`src/rtl/cic_ctrl_pkg.sv`:
```
// Shared types and defaults for the CIC interpolator sequencer.
// Latency: n/a (declarations only).
// Backpressure: n/a.
package cic_ctrl_pkg;

    typedef enum logic [1:0] {
        ST_IDLE  = 2'd0,
        ST_CLEAR = 2'd1,
        ST_RUN   = 2'd2,
        ST_DRAIN = 2'd3
    } ctrl_state_t;

    localparam int ISZ_DEF           = 16;
    localparam int RATIO_W_DEF       = 8;
    localparam int CLR_CYCLES_DEF    = 4;
    localparam int DRAIN_SAMPLES_DEF = 4;   // NUM_STAGES + 1 for a 3-stage CIC
    localparam int UCNT_W_DEF        = 16;

    // Ratios below this cannot produce a strobe gap, so they are clamped up.
    localparam int MIN_RATIO = 2;

    function automatic int clamp_ratio(input int req);
        return (req < MIN_RATIO) ? MIN_RATIO : req;
    endfunction

endpackage

```
`src/rtl/cic_rate_gen.sv`:
```
// Phase counter for the input-rate strobe: counts 0..period-1 and wraps.
// Latency: wrap is combinational from the registered phase.
// Backpressure: none; counts freely whenever count_en is high.
module cic_rate_gen #(
    parameter int W = 8
) (
    input  logic         clk,
    input  logic         reset,
    input  logic         clear,
    input  logic         count_en,
    input  logic [W-1:0] period,
    output logic         wrap
);

    logic [W-1:0] phase;

    // wrap marks the first cycle of each period while counting
    assign wrap = count_en && (phase == '0);

    // Phase register: cleared when idle so each run starts at phase 0
    always_ff @(posedge clk) begin
        if (reset || clear) begin
            phase <= '0;
        end else if (count_en) begin
            phase <= (phase == period - W'(1)) ? '0 : phase + W'(1);
        end
    end

endmodule

```
`src/rtl/cic_interp_ctrl.sv`:
```
// Sequencer for the 3-stage CIC interpolator: clear, input-rate strobe, drain.
// Latency: accepted sample reaches cic_in with its strobe 1 cycle after s_ready.
// Backpressure: s_ready only on strobe slots; a missed slot still strobes (see CIC_CTRL_UNDERFLOW_HOLD_EN).
module cic_interp_ctrl
    import cic_ctrl_pkg::*;
#(
    parameter int ISZ           = ISZ_DEF,
    parameter int RATIO_W       = RATIO_W_DEF,
    parameter int CLR_CYCLES    = CLR_CYCLES_DEF,
    parameter int DRAIN_SAMPLES = DRAIN_SAMPLES_DEF,
    parameter int UCNT_W        = UCNT_W_DEF
) (
    input  logic               out_clk,
    input  logic               reset,
    input  logic               enable,
    input  logic [RATIO_W-1:0] ratio,
    input  logic [ISZ-1:0]     s_data,
    input  logic               s_valid,
    output logic               s_ready,
    output logic               cic_reset,
    output logic               cic_in_clk,
    output logic [ISZ-1:0]     cic_in,
    output logic               running,
    output logic [UCNT_W-1:0]  underflow_cnt
);

    localparam int CLR_W = $clog2(CLR_CYCLES) + 1;
    localparam int DRN_W = $clog2(DRAIN_SAMPLES) + 1;

    ctrl_state_t        state;
    ctrl_state_t        state_nxt;
    logic [RATIO_W-1:0] r_q;
    logic [CLR_W-1:0]   clr_cnt;
    logic [DRN_W-1:0]   drn_cnt;
    logic               counting;
    logic               slot;
    logic               start;
    logic               take;
    logic               miss;
    logic [ISZ-1:0]     fill_data;

    assign counting = (state == ST_RUN) || (state == ST_DRAIN);
    assign start    = (state == ST_IDLE) && enable;
    assign take     = s_ready && s_valid;
    assign miss     = s_ready && !s_valid;

    cic_rate_gen #(
        .W(RATIO_W)
    ) u_rate_gen (
        .clk      (out_clk),
        .reset    (reset),
        .clear    (!counting),
        .count_en (counting),
        .period   (r_q),
        .wrap     (slot)
    );

    // Next-state and state-decoded outputs
    always_comb begin
        state_nxt = state;
        s_ready   = 1'b0;
        cic_reset = 1'b0;
        running   = 1'b0;
        case (state)
            ST_IDLE: begin
                cic_reset = 1'b1;
                if (enable) state_nxt = ST_CLEAR;
            end
            ST_CLEAR: begin
                cic_reset = 1'b1;
                if (!enable) state_nxt = ST_IDLE;
                else if (clr_cnt == CLR_W'(CLR_CYCLES - 1)) state_nxt = ST_RUN;
            end
            ST_RUN: begin
                running = 1'b1;
                s_ready = slot;
                if (!enable) state_nxt = ST_DRAIN;
            end
            ST_DRAIN: begin
                // leave only after the last zero strobe has been issued
                if (drn_cnt == DRN_W'(DRAIN_SAMPLES)) state_nxt = ST_IDLE;
            end
            default: state_nxt = ST_IDLE;
        endcase
    end

    // State register
    always_ff @(posedge out_clk) begin
        if (reset) state <= ST_IDLE;
        else       state <= state_nxt;
    end

    // Ratio latch on start; CLEAR length and DRAIN strobe counters
    always_ff @(posedge out_clk) begin
        if (reset) begin
            r_q     <= RATIO_W'(MIN_RATIO);
            clr_cnt <= '0;
            drn_cnt <= '0;
        end else begin
            if (start) r_q <= RATIO_W'(clamp_ratio(int'(ratio)));
            clr_cnt <= (state == ST_CLEAR) ? clr_cnt + CLR_W'(1) : '0;
            drn_cnt <= (state == ST_DRAIN) ? drn_cnt + DRN_W'(slot) : '0;
        end
    end

`ifdef CIC_CTRL_UNDERFLOW_HOLD_EN
    logic [ISZ-1:0] last_q;

    // Remember the last accepted sample so a missed slot can repeat it
    always_ff @(posedge out_clk) begin
        if (reset || start) last_q <= '0;
        else if (take)      last_q <= s_data;
    end

    assign fill_data = last_q;
`else
    assign fill_data = '0;
`endif

    // Strobe and sample to the interpolator, one cycle after each slot
    always_ff @(posedge out_clk) begin
        if (reset) begin
            cic_in_clk <= 1'b0;
            cic_in     <= '0;
        end else begin
            cic_in_clk <= slot;
            if (slot) begin
                if (take)                 cic_in <= s_data;
                else if (state == ST_RUN) cic_in <= fill_data;
                else                      cic_in <= '0;
            end
        end
    end

    // Saturating count of RUN slots with no sample available
    always_ff @(posedge out_clk) begin
        if (reset || start) begin
            underflow_cnt <= '0;
        end else if (miss && (underflow_cnt != '1)) begin
            underflow_cnt <= underflow_cnt + UCNT_W'(1);
        end
    end

endmodule
```
`config.mk`:
```
export PLATFORM = sky130hd
export DESIGN_NAME = cic_interp_ctrl
export DESIGN_NICKNAME = d
export VERILOG_FILES = /design/src/rtl/cic_ctrl_pkg.sv /design/src/rtl/cic_rate_gen.sv /design/src/rtl/cic_interp_ctrl.sv
export SDC_FILE = /design/constraint.sdc
export NUM_CORES = 1
export LEC_CHECK = 0
export CAP_MARGIN = 40
export CELL_PAD_IN_SITES_DETAIL_PLACEMENT = 0
export CELL_PAD_IN_SITES_GLOBAL_PLACEMENT = 1
export CORE_MARGIN = 1.5
export CORE_UTILIZATION = 39
export DETAILED_ROUTE_END_ITERATION = 7
export GPL_ROUTABILITY_DRIVEN = 0
export PLACE_DENSITY = 0.84
export RECOVER_POWER = 50
export SLEW_MARGIN = 10
export SYNTH_ARGS = -nofsm -noshare
export SYNTH_HDL_FRONTEND = slang
export SYNTH_SLANG_ARGS = --single-unit
```
`constraint.sdc`:
```
create_clock -name out_clk -period 4.19 [get_ports out_clk]
set_clock_uncertainty 0.05 [all_clocks]
set_input_delay 0.838 -clock out_clk [delete_from_list [all_inputs] [get_ports out_clk]]
set_output_delay 0.838 -clock out_clk [all_outputs]
set_load 0.05 [all_outputs]
```
==> summary.md <==
| Metric | Value |
|---|---|
| Cells after Synth | 309 |
| Crit path max-delay family | buffers and inverters |
| Die Width | 85.92 um |
| Cell with the most instances after synthesis | dfxtp_1 |
| Peak per-stage delay on the critical path | 0.84 ns |
| Worst EP arrival | 2.67 ns |
| Total Wirelength | 6304 um |
| Hold_sp | clr_cnt[0] |
| Gr ovfl total | 0 |
| Clk_lat worst skew | 0.33 ns |
| Post-Syn Nets | 345 |
| Internal | 0.9520 mW |
| Post-CTS sizing | 0 |
| Initial antenna violation count | 0 |
| CP Depth | 6 |
| HP Class | reg -> reg |
| Clock Path Buffers | 2 |
| Multi-input gate area | 1420 sq um |
| Area of the mapped netlist | 2681 sq um |
| Max-slew headroom | 0.3605 |
| Reg area | 1141 sq um |
| First-pass GRT wire length | 10620 um |
| Largest net degree at the start of global routing | 20 |
| Switch share | 0.2178 |
| Final period utilization | 0.8502 |
| Crit path cell chain | inv_1 > ha_1 > and4bb_2 > nand2_1 > nor3_1 > clkdlybuf4s50_1 |
| Minimum clock period | 3.562 ns |
| Wire per inst | 13.79 um |
| Area Overhead vs Synth | 34.11% |
| Crit path max fanout | 19 |
| EDFF count, synth | 0 |
| Leakage power | 1.293 nW |
| Setup violators final | 0 |
| Setup crit end kind | output pin |
| Fin. max-slew vios | 0 |
| Root Buffer | clkbuf_8 |
| Total number of vias | 2393 |
| Clock power frac | 0.480 |
| Peak supply drop | 0.1592 mV |
| Nets | 408 |
| Top cell type by total area after synthesis | dfxtp_1 |
| Mapped Avg Cell Area | 8.677 sq um |
| Share of layout cells above drive strength 1 | 0.06366 |
| Flops & latches, synth | 57 |
| Sequential fraction of the synthesis area | 0.4256 |
| Cts bufs inserted | 9 |
| DRC | 0 |
| Row count | 30 |
| Share of the synthesized area in the top cell type | 0.4256 |
| Worst reg-to-reg path cell count | 9 |
| Drt first pass iters | 4 |
| # port buffers | 63 |
| Top post-synthesis cells by count | 57 x dfxtp_1, 51 x nor2_1, 18 x xnor2_1 |
| CP Launch Type | flip-flop |
| Post-route setup TNS | 0 ns |
| R2R setup slack | 1.75 ns |
| Via-to-Cell Ratio | 5.236 |
| Die Y | 85.92 um |
| RR Startpoint | u_rate_gen.phase[0] |
| RSZ-0062 raised after global routing | false |
| Cell variety after synth | 43 |
| Status | completed |
| Worst slew pin tran | 0.9593 ns |
| GRT Overall Usage | 0.1846 |
| Final Cell Area | 3596 sq um |
| HPWL after DPL | 4514 um |
| CP startpoint | u_rate_gen.phase[0] |
| PwrDens | 338.5 nW/um^2 |
| CP max stage cell | clkdlybuf4s50_1 |
| Initial core utilization | 0.3991 |
| Sequential power share | 0.456 |
| Core area | 6719 sq um |
| Net switching power | 0.2651 mW |
| Clock slew at reported path FFs | 0.07 ns |
| Setup crit end | s_ready |
| Yosys Warn Count | 0 |
| Ys async rst share | 0 |
| N_diodes | 0 |
| DIE AREA | 7381 sq um |
| H-tree lvl count | 3 |
| CTS tree | done |
| Critical path class | reg -> out |
| Top Ports | 64 |
| Final hold vios | 0 |
| Top FF cell, synth | dfxtp_1 |
| Critical R2R Capture | drn_cnt[2] |
| Area after DPL | 3373 sq um |
| Setup repair bufs after CTS | 0 |
| Comb power frac | 0.064 |
| Vias in the first global route | 2303 |
| Final hold slack | 0.3706 ns |
| Fillers | 621 |
| Largest cells by area after synthesis | dfxtp_1 43%, nor2_1 7.1%, xnor2_1 5.9% |
| Hold Buf Count CTS | 0 |
| Clock sink count | 57 |
| F_max | 280.7 MHz |
| Crit path buf inv count | 2 |
| Drt initial violations | 59 |
| Worst path required time | 3.30 ns |
| Max Cap Viol | 0 |
| Final ANT Viol Nets | 0 |
==> per-layer routing <==
| layer | vias up | share of wire | track usage |
|---|---|---|---|
| met3 | 9 | 0.030 | 0.05871 |
| met5 | - | 0 | 0 |
| li1 | 1235 | - | - |
| met4 | 0 | 0.016 | 0.09384 |
| met2 | 31 | 0.49 | 0.2913 |
| met1 | 1118 | 0.47 | 0.2264 |
==> registers in the layout, indices dropped and copies added (netlist names), named ones only <==
signal / flops
cic_in: 16
underflow_cnt: 16
r_q: 8
u_rate_gen.phase: 8
clr_cnt: 3
drn_cnt: 3
cic_in_clk: 1
state: 1
==> cell families (layout without fill, tap and decap cells) <==
kind of cell	Yosys count	after routing	share of synthesized area
AOI/OAI and AO/OA	54	54	0.1391
xor gates and xnor gates	30	30	0.09799
adders and majority gates	8	8	0.03733
buffers and inverters	27	95	0.04386
DFF	57	57	0.4256
and+or+nand+nor	133	133	0.2562
==> through the flow <==
step                utilization  setup slack, ns  total power [mW]  std cells
floorplan                     -            1.097            0.6052        309
global placement         0.5004            1.190            0.6446        440
detailed placement       0.5020            1.181            0.6451        441
CTS                      0.5361           0.7964             1.232        457
global route             0.5352           0.3875             1.269        457
finish                   0.5352           0.6277             1.217        457
==> power by group through the flow <==
stage                     logic, mW  registers, mW  clock network (mW)
after global routing         0.0847          0.555               0.629
after detailed placement     0.0779          0.567                   0
after global placement       0.0774          0.567                   0
final                        0.0780          0.555               0.584
after CTS                    0.0787          0.555               0.599
after floorplan              0.0411          0.564                   0
==> layout by cell type, fill, tap and decap left out, types with 2 or more instances in the layout <==
master	Yosys	routed
a22oi_1	16	16
xnor2_1	18	18
nor2_1	51	51
nor4_2	2	2
nor3b_1	2	2
o31ai_1	3	3
dlygate4sd3_1	0	4
o22ai_1	5	5
buf_4	0	2
clkdlybuf4s50_1	0	59
bufinv_16	0	2
clkinv_2	0	2
a31oi_1	3	3
a211oi_1	2	2
nand3b_1	2	2
or4_1	2	2
nand2_1	17	18
o21ai_0	9	9
ha_1	8	8
a22o_1	6	6
nand2b_1	3	3
xor2_1	12	12
clkbuf_8	0	11
a21oi_1	5	5
and4_1	2	2
dfxtp_1	57	57
and3_1	4	4
nor3_1	11	11
inv_1	12	12
nor4b_1	2	2
nand4_1	8	8
nand3_1	17	17
nor4_1	3	3
==> worst min path at each step <==
stage                      end  slack (ns)  cells past startpoint
floorplan           clr_cnt[0]        0.35                      1
global placement    clr_cnt[0]        0.36                      1
detailed placement  clr_cnt[0]        0.37                      1
CTS                 clr_cnt[0]        0.37                      1
global route        clr_cnt[0]        0.39                      1
finish              clr_cnt[0]        0.37                      1
==> cell type report <==
| class | count | share of cell area |
|---|---|---|
| Timing Repair Buffer | 67 | 0.1837 |
| Tap cell | 80 | 0.02784 |
| Multi-Input combinational cell | 225 | 0.3949 |
| Clock buffer | 11 | 0.04210 |
| Inverter | 12 | 0.01253 |
| Sequential cell | 57 | 0.3173 |
| Clock inverter | 5 | 0.02157 |
No activity file was read; power rests on OpenSTA's default activity.
==> variant (config.mk and constraints unchanged) <==
Add a define of `CIC_CTRL_UNDERFLOW_HOLD_EN`.
--- a/src/rtl/cic_interp_ctrl.sv
+++ b/src/rtl/cic_interp_ctrl.sv
@@ -1,6 +1,8 @@
 // Sequencer for the 3-stage CIC interpolator: clear, input-rate strobe, drain.
 // Latency: accepted sample reaches cic_in with its strobe 1 cycle after s_ready.
 // Backpressure: s_ready only on strobe slots; a missed slot still strobes (see CIC_CTRL_UNDERFLOW_HOLD_EN).
+`define CIC_CTRL_UNDERFLOW_HOLD_EN
+
 module cic_interp_ctrl
     import cic_ctrl_pkg::*;
 #(
Formal check against the unedited RTL: not equivalent (a bounded check fails within 10 cycles, from zero or initial values and one cycle with reset high).
==> variant against the unedited design <==
  * Register-to-register slack got worse by 1.2 ns
  * First-iteration DRC count is 97% higher
  * Worst hold slack gained 0.0021 ns
  * Synthesized cell count increased by 28%
  * Setup slack lost 0.072 ns
  * Wire length rose by 27%
  * Fmax is 2.0% lower
  * Via count rose by 23%
  * Final cell count rose by 24%
  * Sequential cell count is 16 higher
  * Area after synthesis up 32%
  * Non-clock buffer count is 1 lower
  * Total power increased by 12%
  * Final area up 23%
  * Largest cell class unchanged
  * Largest power group is now sequential cells
==> variant: results (changes against the unedited design) <==
run_status:
  outcome: "complete, no violations"  # unchanged
synth:
  ys_top_cells_by_area: "dfxtp_1 41%, mux2i_1 9.1%, nor2_1 7.2%, xnor2_1 5.2%, nor3_1 3.4%"  # was dfxtp_1 43%, nor2_1 7.1%, xnor2_1 5.9%, a22oi_1 4.5%, xor2_1 3.9%
  synthesis.nets: 433  # was 345
  ys_types: 49  # was 43
  ys_seq_area_share_pct: 41.4  # was 42.6%
  syn_area_per_cell_um2: 8.89  # was 8.68 um^2
  synth.cells.most_frequent: "73 x dfxtp_1, 68 x nor2_1, 32 x mux2i_1"  # was 57 x dfxtp_1, 51 x nor2_1, 18 x xnor2_1
drt:
  vias_per_cell: 5.21  # was 5.24
  wirelength_mm: 8.01  # was 6.30 mm
  drt_iter0_drc: 116  # was 59
  wl_per_cell_um: 14.1  # was 13.8 um
power:
  p_leak_nw: 1.65  # was 1.29 nW
  netSwitchingPower_uw: 321  # was 265 uW
  ir_worst_vdd_v: 0.000197  # was 0.000159 V
sta:
  whs_ns: 0.373  # was 0.371 ns
  finalSetupViolCount: 0  # unchanged
  tightest_slew_ns: 1.39  # was 0.959 ns
  drv_slew: 0  # unchanged
cells_and_area:
  drive_above_1_share_pct: 6.33  # was 6.37%
  nFillCells: 870  # was 621
  nets: 489  # was 408
clocking:
  clk_path_buf_depth: 2  # unchanged
  cts_buffers: 9  # unchanged
  clkLatencyLatePin_ns: 0.35  # was 0.33 ns
worst_setup_path:
  worstPathArrival_ns: 3.79  # was 2.67 ns
  reg2reg_to: "fill_data[8]"  # was drn_cnt[2]
  critPathSlowestCell: "clkbuf_1"  # was clkdlybuf4s50_1
  worstReg2RegStart: "u_rate_gen.phase[0]"  # unchanged
  slowest_delay_ns: 1.02  # was 0.84 ns
  r2r_slack_ns: 0.56  # was 1.75 ns
  cp_max_fo: 34  # was 19
grt:
  grt_max_degree: 35  # was 20
  grt_pass1_wl_mm: 13.4  # was 10.6 mm
  grtUsageTotal_pct: 17.0  # was 18.5%
  grt_pass1_vias: 2839  # was 2303
placed_design:
  dpl-instance-area_um2: 4240  # was 3370 um^2
  hpwlAfterDp_mm: 5.68  # was 4.51 mm
  placedCellCount: 550  # was 441
floorplan:
  core_um2: 8760  # was 6720 um^2
## variant: cell count changes after synthesis, moves of 4 or more
cell      change
mux2i_1      +32
a21oi_1      +18
nor2_1       +17
a22oi_1      -16
dfxtp_1      +16
nor3_1       +13
clkbuf_1      +7
nand2_1       -5
o21ai_1       +5
o22ai_1       -4
## variant: stage by stage
step / power (mW) / setup slack [ns]
2_1_floorplan: 0.775 / 1.44
3_3_place_gp: 0.818 / 1.19
3_5_place_dp: 0.822 / 1.09
4_1_cts: 1.38 / 0.705
5_1_grt: 1.41 / 0.294
6_report: 1.36 / 0.556
## variant: cell type report
class / instances / area (um^2) / area share [%]
Sequential cell: 73 / 1460 / 33.2
Timing Repair Buffer: 66 / 646 / 14.7
Clock inverter: 4 / 52.6 / 1.19
Inverter: 12 / 45.0 / 1.02
Tap cell: 108 / 135 / 3.07
Clock buffer: 12 / 145 / 3.29
Multi-Input combinational cell: 291 / 1920 / 43.6
## variant: worst max-delay path by stage
stage                    to  slack, ns                 from
2_1_floorplan       s_ready       1.44  u_rate_gen.phase[2]
3_3_place_gp        running       1.19                 flop
3_5_place_dp        running       1.09                 flop
4_1_cts             running       0.70                 flop
5_1_grt        fill_data[5]       0.29  u_rate_gen.phase[0]
6_report       fill_data[8]       0.56  u_rate_gen.phase[0]
## variant: worst reg2reg max path: cells and delay by family (launching register included)
| family | cells | cell delay, ns |
|---|---|---|
| muxes | 1 | 0.29 |
| and+or+nand+nor | 4 | 1.20 |
| adders and majority gates | 1 | 0.20 |
| DFF | 1 | 0.46 |
| buffers and inverters | 3 | 1.30 |
## variant: metal layers
metal | track usage, % | routed length, um | up-vias
met2 | 29.1 | 3800 | 54
met1 | 21.3 | 3830 | 1371
met5 | 0 | 0 | -
met3 | 4.15 | 298 | 9
met4 | 4.62 | 80 | 0
li1 | - | - | 1513
## variant: cell families (layout without fill, tap and decap cells)
logic type / after synthesis / in the layout / synth area share (%)
compound gates: 60 / 60 / 11.1
xor+xnor: 30 / 30 / 7.45
fa+ha+maj: 8 / 8 / 2.84
buf+inv: 33 / 94 / 3.76
flops: 73 / 73 / 41.4
mux: 32 / 32 / 9.08
simple gates: 161 / 161 / 24.3
## variant: power groups by stage
stage	clock network [mW]	registers (mW)	logic [mW]
finish	0.555	0.707	0.0962
global route	0.596	0.708	0.106
CTS	0.571	0.707	0.0990
detailed placement	0	0.723	0.0986
global placement	0	0.723	0.0952
floorplan	0	0.720	0.0555
